--- src/rtl/add_arbiter.sv ---
// Round-robin arbiter sharing one adder among NUM_REQ requesters.
// Sequences accept, compute and respond with one operation in flight at a time.
module add_arbiter #(
   parameter int unsigned NUM_REQ = 4,
   parameter int unsigned WIDTH   = 4,
   parameter int unsigned IDW     = $clog2(NUM_REQ)
) (
   input  logic                     clk,
   input  logic                     rst_n,
   input  logic [NUM_REQ-1:0]       req_valid,
   input  logic [NUM_REQ*WIDTH-1:0] req_a,
   input  logic [NUM_REQ*WIDTH-1:0] req_b,
   output logic [NUM_REQ-1:0]       req_ready,
   output logic                     resp_valid,
   input  logic                     resp_ready,
   output logic [IDW-1:0]           resp_id,
   output logic [WIDTH:0]           resp_sum,
   output logic                     busy
);

   localparam logic [1:0] IDLE = 2'd0;
   localparam logic [1:0] CALC = 2'd1;
   localparam logic [1:0] RESP = 2'd2;

   logic [1:0]       state_q, state_d;
   logic [IDW-1:0]   last_grant_q;
   logic [IDW-1:0]   id_q;
   logic [WIDTH-1:0] a_q, b_q;
   logic [WIDTH:0]   sum_q;

   logic             pick_found;
   logic [IDW-1:0]   pick;
   logic [WIDTH-1:0] sel_a, sel_b;

   // First pending requester after the last grant, wrapping around.
   always_comb begin : p_pick
      int unsigned idx;
      idx        = 0;
      pick_found = 1'b0;
      pick       = '0;
      for (int unsigned k = 1; k <= NUM_REQ; k++) begin
         idx = (32'(last_grant_q) + k) % NUM_REQ;
         if (!pick_found && req_valid[idx]) begin
            pick_found = 1'b1;
            pick       = IDW'(idx);
         end
      end
   end

   assign sel_a = req_a[32'(pick)*WIDTH +: WIDTH];
   assign sel_b = req_b[32'(pick)*WIDTH +: WIDTH];

   always_comb begin
      state_d = state_q;
      case (state_q)
         IDLE:    if (pick_found) state_d = CALC;
         CALC:    state_d = RESP;
         RESP:    if (resp_ready) state_d = IDLE;
         default: state_d = IDLE;
      endcase
   end

   always_ff @(posedge clk or negedge rst_n) begin
      if (!rst_n) begin
         state_q      <= IDLE;
         last_grant_q <= IDW'(NUM_REQ - 1);
         id_q         <= '0;
         a_q          <= '0;
         b_q          <= '0;
         sum_q        <= '0;
      end else begin
         state_q <= state_d;
         if (state_q == IDLE && pick_found) begin
            a_q          <= sel_a;
            b_q          <= sel_b;
            id_q         <= pick;
            last_grant_q <= pick;
         end
         if (state_q == CALC) begin
            sum_q <= {1'b0, a_q} + {1'b0, b_q};
         end
      end
   end

   assign req_ready  = (state_q == IDLE && pick_found) ? (NUM_REQ'(1) << pick) : '0;
   assign busy       = (state_q != IDLE);
   assign resp_valid = (state_q == RESP);
   // Response fields read as zero outside RESP.
   assign resp_id    = resp_valid ? id_q : '0;
   assign resp_sum   = resp_valid ? sum_q : '0;

endmodule

--- config.mk ---
export PLATFORM = sky130hd
export DESIGN_NAME = add_arbiter
export DESIGN_NICKNAME = d
export VERILOG_FILES = /design/src/rtl/add_arbiter.sv
export SDC_FILE = /design/constraint.sdc
export NUM_CORES = 1
export LEC_CHECK = 0
export CAP_MARGIN = 20
export CORE_ASPECT_RATIO = 1.4
export CORE_MARGIN = 1.5
export CORE_UTILIZATION = 43
export DETAILED_ROUTE_END_ITERATION = 12
export PLACE_DENSITY_LB_ADDON = 0.25
export SETUP_SLACK_MARGIN = 0.02
export SYNTH_ARGS = -nofsm -noshare
export SYNTH_HDL_FRONTEND = slang
export SYNTH_SLANG_ARGS = --single-unit
--- constraint.sdc ---
create_clock -name clk -period 2.3 [get_ports clk]
set_input_delay 0.46 -clock clk [delete_from_list [all_inputs] [get_ports clk]]
set_output_delay 0.46 -clock clk [all_outputs]
set_load 0.01 [all_outputs]
==> results of run 1 <==
[final cells by class]
| type | count | area (um2) |
|---|---|---|
| clock buffer | 4 | 45.04 |
| fill | 222 | 709.4 |
| inverter | 3 | 11.26 |
| multi-input combinational | 107 | 805.8 |
| sequential | 19 | 478.0 |
| tap | 37 | 46.29 |
| timing repair buffer | 81 | 724.4 |
[cells by family (layout without fill, tap and decap cells)]
logic type	count (synthesis)	after routing	synth area share, %
AND/OR/NAND/NOR	54	54	21.31
AO/OA/AOI/OAI	35	35	21.41
flip-flops	19	19	37.86
multiplexers	11	11	9.019
buffers and inverters	9	88	3.469
adder cells (fa/ha/maj)	5	5	5.550
XOR/XNOR	2	2	1.388
[placed cells by master (no fill, tap or decap), drive strengths merged, types with 2 or more instances in the layout]
cell           count
inv                3
o21ai              5
dfrtp             17
a21oi              4
nor3               5
or2                2
and2               8
mux2               3
clkdlybuf4s50     43
clkbuf             4
a21o               2
dlygate4sd2        2
nand2b             3
a21boi             6
ha                 4
buf               34
a211oi            12
mux2i              8
nand2             13
dfstp              2
nor2b              2
nor2              16
a2111oi            4
clkdlybuf4s15      2
[power breakdown]
group | total, W | leakage (nW) | internal [W] | switching, W
Clock | 0.000226 | 0.0228 | 0.000123 | 0.000103
Combinational | 0.00159 | 0.687 | 0.000857 | 0.000735
Sequential | 0.000643 | 0.218 | 0.000524 | 0.000119
Total | 0.00246 | 0.928 | 0.00150 | 0.000958
[critical path, cell delays in order, from the launching register on]
cell and delay [ns]:
dfstp_2 0.58, nand2b_4 0.15, a21oi_4 0.06, or4_4 0.56
nor2_2 0.12, buf_2 0.13
[path summary, 6_finish.rpt]
check                                startpoint               to  slack (ns)  depth (start not counted)
worst max-delay path            last_grant_q[0]     req_ready[3]       -0.01                          5
worst min-delay path                   sum_q[4]         sum_q[4]        0.47                          2
worst max register to register  last_grant_q[0]           b_q[1]        0.13                          8
worst min register to register         sum_q[4]         sum_q[4]        0.47                          2
max in group asynchronous                 rst_n  last_grant_q[1]        1.50                          2
min in group asynchronous                 rst_n          id_q[0]        0.54                          2
[sequential cells by signal, summed over array words and instances (netlist names)]
name          cells
a_q               4
b_q               4
id_q              2
last_grant_q      2
state_q           2
sum_q             5
[what timing repair did]
| action | CTS | global route |
|---|---|---|
| setup endpoints to repair | 15 | 10 |
| buffers inserted | 2 | 4 |
| pin swaps | 5 | 3 |
| resized for setup | 29 | 12 |
| hold buffers | 0 | 0 |
[metal layers]
| layer | vias to the layer above | global-route usage [%] | wire length (um) |
|---|---|---|---|
| met2 | 39 | 42.81 | 2071 |
| met5 | - | 0 | 0 |
| met1 | 612 | 22.27 | 1297 |
| li1 | 643 | - | - |
| met4 | 0 | 15.00 | 77 |
| met3 | 9 | 4.036 | 114 |
[through the flow]
step           instance area [um2]  util (%)  cells  hold WS [ns]
2_1_floorplan                 1262         -    135        0.1644
3_3_place_gp                  1967     69.74    241        0.4528
3_5_place_dp                  1967     69.74    241        0.4620
4_1_cts                       2032     72.05    247        0.4769
5_1_grt                       2111     74.84    251        0.4984
6_report                      2111     74.84    251        0.4723
==> results by group, run 1 <==
Clock tree
  • CTS tree: done
  • Clk_lat worst skew: 0.25 ns
  • Clock Tree Buf Depth: 2
  • Clock slew at reported path FFs: 0.07 ns
  • CTS sink count: 19
  • CTS Root Cell: clkbuf_8
  • CTS buffer count: 3
  • Htree depth: 1

Cells and area
  • Area delta synth->final: 67.19%
  • Final #Nets: 259
  • Fraction of layout cells with a size suffix above 1: 28.50%
  • Antenna cells: 0

Power
  • Overall power: 0.002461 W
  • Pwr/cell area: 1166 nW/um2
  • Worst vdd ir: 0.6734 mV
  • Static Leakage: 0.9278 nW

Yosys
  • Post-synth ARST share: 100.0%
  • Post-synth EDFFs: 0
  • Top cells by count, synth: dfrtp_1, nor2_1, nand2_1
  • Yosys reg bits: 19
  • Synth Cell Area: 1262 um2
  • Synth area leader: dfrtp_1
  • Yosys top cell area share: 33.70%
  • Gate count of the mapped netlist: 135
  • Dominant synthesized flop cell: dfrtp_1
  • Synth area leaders: dfrtp_1, mux2i_1, a211oi_1, nor2_1, dfstp_2
  • YS warnings: 0
  • Count leader, synth: dfrtp_1
  • Count of cell types in the netlist: 37
  • Syn Nets: 179
  • Register area share after synthesis: 37.86%
  • Mean Syn Cell Area: 9.352 um2

Global routing
  • Total gr overflow: 0
  • Pin count of the biggest net entering global routing: 20
  • Vias in the first global route: 1318
  • Antenna violations before repair: 0
  • Total Routing Usage GR: 22.51%
  • First-pass GRT wire length: 5609 um

Status
  • Failing checks: setup timing
  • Outcome: finished, violations left

Floorplanning
  • Initial Util: 44.76%
  • Full die area: 3275 um2
  • # IOs: 52
  • Core Footprint: 2820 um2
  • Die H: 67.11 um
  • DIE WIDTH: 48.80 um
  • Row count: 23

Hold path
  • Hold crit path type: reg2reg

Route
  • DR vias: 1303
  • DR vias/cell: 5.191
  • Final ANT Viol Nets: 0
  • First DRT Iteration DRCs: 17
  • First-pass DRT Iterations: 4
  • Routed Wire Length: 3561 um
  • WL per Instance: 14.19 um
  • Drc violations: 0

Worst setup path
  • Worst setup EP type: output pin
  • CP max FO: 5
  • WP data arrival: 1.85 ns
  • Kind of critical path: reg2out
  • CP required: 1.84 ns
  • Setup crit start kind: flip-flop

Placement
  • Port bufs: 51
  • Hpwl dp: 2763 um
  • RePlAce Congestion: 0.7601
  • Setup slack after placement: -0.7067 ns

Timing
  • TNS Setup: -0.01153 ns
  • RSZ-0062 raised after global routing: yes
  • Final Cycle Share: 100.5%
  • Fin Clk Skew: 0.001918 ns
  • Final Worst Setup Slack: -0.01153 ns
  • F_max: 0.4326 GHz
  • Min cycle time layout: 2.312 ns
  • Worst-Margin Slew: 0.4385 ns
  • Pins Over Slew Limit: 0
  • Final Setup Violations: 1
  • Final Hold Viols: 0
  • Relative slew margins: 70.01%

Flow run
  • Max_cap viols: 0
Note: power is estimated with default switching activity, not from simulation.
==> run 2: changes to the inputs <==
--- a/config.mk
+++ b/config.mk
@@ -12,6 +12,7 @@
 export DETAILED_ROUTE_END_ITERATION = 12
 export PLACE_DENSITY_LB_ADDON = 0.25
 export SETUP_SLACK_MARGIN = 0.02
+export SKIP_LAST_GASP = 1
 export SYNTH_ARGS = -nofsm -noshare
 export SYNTH_HDL_FRONTEND = slang
 export SYNTH_SLANG_ARGS = --single-unit
==> results of run 2 <==
Final layout, timing and power as in run 1 (identical DEF).
==> run 3: changes to the inputs <==
--- a/config.mk
+++ b/config.mk
@@ -11,7 +11,7 @@
 export CORE_UTILIZATION = 43
 export DETAILED_ROUTE_END_ITERATION = 12
 export PLACE_DENSITY_LB_ADDON = 0.25
-export SETUP_SLACK_MARGIN = 0.02
+export SETUP_SLACK_MARGIN = 0.4
 export SKIP_LAST_GASP = 1
 export SYNTH_ARGS = -nofsm -noshare
 export SYNTH_HDL_FRONTEND = slang
==> run 3 against run 2 <==
Compared with the run above:
- the flow still finishes with violations (setup timing)
- sequential cell count is the same
- routed wire length increased by 20%
- die area unchanged
- register-to-register slack got worse by 0.15 ns
- utilization rose by 3.2 points
==> results by group, run 3 (synthesis gave the netlist of run 1 again) <==
Route
  • First-pass DRT Iterations: 4 (unchanged)
  • Routed Wire Length: 4256 um (was 3561 um)
  • First DRT Iteration DRCs: 36 (was 17)
  • DR vias/cell: 5.586 (was 5.191)
  • WL per Instance: 17.09 um (was 14.19 um)
  • Final ANT Viol Nets: 0 (unchanged)
  • Drc violations: 0 (unchanged)
  • DR vias: 1391 (was 1303)

Global routing
  • Total gr overflow: 0 (unchanged)
  • Antenna violations before repair: 0 (unchanged)
  • Total Routing Usage GR: 26.26% (was 22.51%)
  • Pin count of the biggest net entering global routing: 20 (unchanged)
  • Vias in the first global route: 1424 (was 1318)
  • First-pass GRT wire length: 6499 um (was 5609 um)

Hold path
  • Hold crit path type: reg2reg (unchanged)
  • Hold EP: sum_q[3] (was sum_q[4])
  • Hold depth: 2 (unchanged)
  • Min-delay src: sum_q[3] (was sum_q[4])

Worst setup path
  • Worst Reg2Reg Path Length in Cells: 8 (unchanged)
  • R2R setup slack: -0.02 ns (was 0.13 ns)
  • Top delay family on crit path: compound AO/OA/AOI/OAI gates (was simple AND/OR/NAND/NOR gates)
  • Most common cell on crit path: buf_6
  • WP buf/inv: 4 (was 1)
  • CP peak stage delay: 0.55 ns (was 0.58 ns)
  • Worst setup EP type: flip-flop (was output pin)
  • CP max FO: 4 (was 5)
  • Crit path cell chain: buf_6 > nor3b_2 > buf_4 > or3_4 > buf_6 > buf_6 > a2111oi_0 > a211oi_1 (was nand2b_4 > a21oi_4 > or4_4 > nor2_2 > buf_2)
  • WP data arrival: 2.43 ns (was 1.85 ns)
  • Worst R2R End: a_q[3] (was b_q[1])
  • Worst r2r src: last_grant_q[0] (unchanged)
  • CP required: 2.41 ns (was 1.84 ns)
  • Kind of critical path: reg2reg (was reg2out)
  • Slowest cell on crit path: dfstp_2 (unchanged)
  • Setup crit start kind: flip-flop (unchanged)

Power
  • Overall power: 0.002699 W (was 0.002461 W)
  • Pwr/cell area: 1226 nW/um2 (was 1166 nW/um2)
  • Worst vdd ir: 0.8337 mV (was 0.6734 mV)
  • Static Leakage: 0.9494 nW (was 0.9278 nW)

Timing
  • Min cycle time layout: 2.318 ns (was 2.312 ns)
  • F_max: 0.4313 GHz (was 0.4326 GHz)
  • RSZ-0062 raised after global routing: yes (unchanged)
  • Fin Clk Skew: 0.002132 ns (was 0.001918 ns)
  • Final Cycle Share: 100.8% (was 100.5%)
  • Worst-Margin Slew: 0.5484 ns (was 0.4385 ns)
  • Final Hold Viols: 0 (unchanged)
  • Pins Over Slew Limit: 0 (unchanged)
  • Final Worst Setup Slack: -0.01846 ns (was -0.01153 ns)
  • Final Setup Violations: 1 (unchanged)
  • Relative slew margins: 62.50% (was 70.01%)

Clock tree
  • Clk_lat worst skew: 0.26 ns (was 0.25 ns)
  • Clock slew at reported path FFs: 0.07 ns (about the same)
  • CTS sink count: 19 (unchanged)
  • Clock Tree Buf Depth: 2 (unchanged)
  • CTS tree: done (unchanged)
  • Hold-fix buffers at CTS: 0 (unchanged)
  • CTS buffer count: 3 (unchanged)
  • CTS Root Cell: clkbuf_8 (unchanged)
  • Htree depth: 1 (unchanged)

Status
  • Failing checks: setup timing (unchanged)
  • Outcome: finished, violations left (unchanged)

Cells and area
  • Biggest register: sum_q (unchanged)
  • Most common cell after layout, fill and taps aside: clkdlybuf4s50_1 (unchanged)
  • Largest register FFs: 5 (unchanged)
  • Regs by FF count: sum_q: 5 flops, a_q: 4 flops, b_q: 4 flops (unchanged)
  • Final #Nets: 257 (was 259)
  • Area delta synth->final: 74.33% (was 67.19%)
  • Fraction of layout cells with a size suffix above 1: 35.85% (was 28.50%)
  • Antenna cells: 0 (unchanged)
  • Fillers: 222 (unchanged)
  • Most used cells in the layout excluding fill and tap cells: clkdlybuf4s50_1, buf_4, dfrtp_1 (unchanged)
  • Design Area, Final: 2201 um2 (was 2111 um2)

Floorplanning
  • # IOs: 52 (unchanged)
  • Die H: 67.11 um (unchanged)
  • Full die area: 3275 um2 (unchanged)
  • DIE WIDTH: 48.80 um (unchanged)
  • Row count: 23 (unchanged)
  • Initial Util: 44.76% (unchanged)
  • Core Footprint: 2820 um2 (unchanged)

Placement
  • Hpwl dp: 3016 um (was 2763 um)
  • RePlAce Congestion: 0.8255 (was 0.7601)
  • DP Area: 1978 um2 (was 1967 um2)
  • Port bufs: 51 (unchanged)

Flow run
  • Max_cap viols: 0 (unchanged)
==> run 3: cell count changes in the layout (fill, tap and decap cells not counted), moves of 2 or more <==
cell / previous run / this run
clkbuf_2: 0 / 2
nor2_1: 14 / 12
nor2_4: 0 / 2
a211oi_2: 4 / 6
buf_4: 27 / 23
a2111oi_4: 0 / 2
clkdlybuf4s15_1: 2 / 0
buf_6: 3 / 7
a2111oi_0: 4 / 1
a211oi_1: 8 / 5
clkdlybuf4s50_1: 43 / 41
==> run 3: worst reg2reg max path, cell delays in order (launching register included) <==
cell,delay (ns)
dfstp_2,0.55
buf_6,0.11
nor3b_2,0.05
buf_4,0.14
or3_4,0.39
buf_6,0.13
buf_6,0.12
a2111oi_0,0.55
a211oi_1,0.14
==> run 3: worst max path at each step <==
stage                               start           end  slack [ns]  depth (start not counted)
after floorplan                state_q[0]  req_ready[2]        0.25                          5
after global placement       req_valid[1]  req_ready[3]       -0.71                          6
after detailed placement     req_valid[1]  req_ready[3]       -0.81                          6
after CTS                      state_q[0]  req_ready[3]        0.02                          5
after global routing      last_grant_q[0]        a_q[3]       -0.05                          8
final                     last_grant_q[0]        a_q[3]       -0.02                          8
==> run 3: cell type report <==
cell class	instances	area, um2	area share [%]
multi-input cells	107	905.9	41.16
repair buffers	79	713.2	32.40
flip-flops and latches	19	478.0	21.72
well taps	37	46.29	2.103
clock buffers	3	41.29	1.876
inverters	3	11.26	0.5117
clock inverters	1	5.005	0.2274
==> run 3: timing repair <==
item                                    in CTS  in global routing
gates resized for setup                     48                 18
cloned                                       0                  0
pin swaps                                    9                  7
endpoints found under the setup margin      25                 20
buffers inserted                             4                  2
==> run 3: through the flow <==
step / setup TNS, ns / hold slack, ns / std cells / setup WS, ns / util (%)
detailed placement: -5.597 / 0.4634 / 239 / -0.8069 / 70.14
finish: -0.01846 / 0.4760 / 249 / -0.01846 / 78.04
global placement: -4.340 / 0.4524 / 239 / -0.7139 / 70.14
global route: -0.1874 / 0.5001 / 249 / -0.05466 / 78.04
CTS: 0 / 0.4796 / 247 / 0.01654 / 75.87
floorplan: 0 / 0.1644 / 135 / 0.2546 / -
==> run 3: metal layers <==
layer / track usage (%) / wire, um / share of wire [%] / up-vias
li1: - / - / - / 639
met1: 25.39 / 1522 / 36 / 685
met2: 52.74 / 2482 / 58 / 51
met3: 3.587 / 116 / 2.7 / 16
met4: 15.00 / 135 / 3.2 / 0
met5: 0 / 0 / 0 / -
==> run 3: power by group <==
group / internal (W) / switching, W / total [W]
Clock: 0.000121 / 0.000114 / 0.000235
Combinational: 0.000924 / 0.000899 / 0.00182
Sequential: 0.000523 / 0.000117 / 0.000641
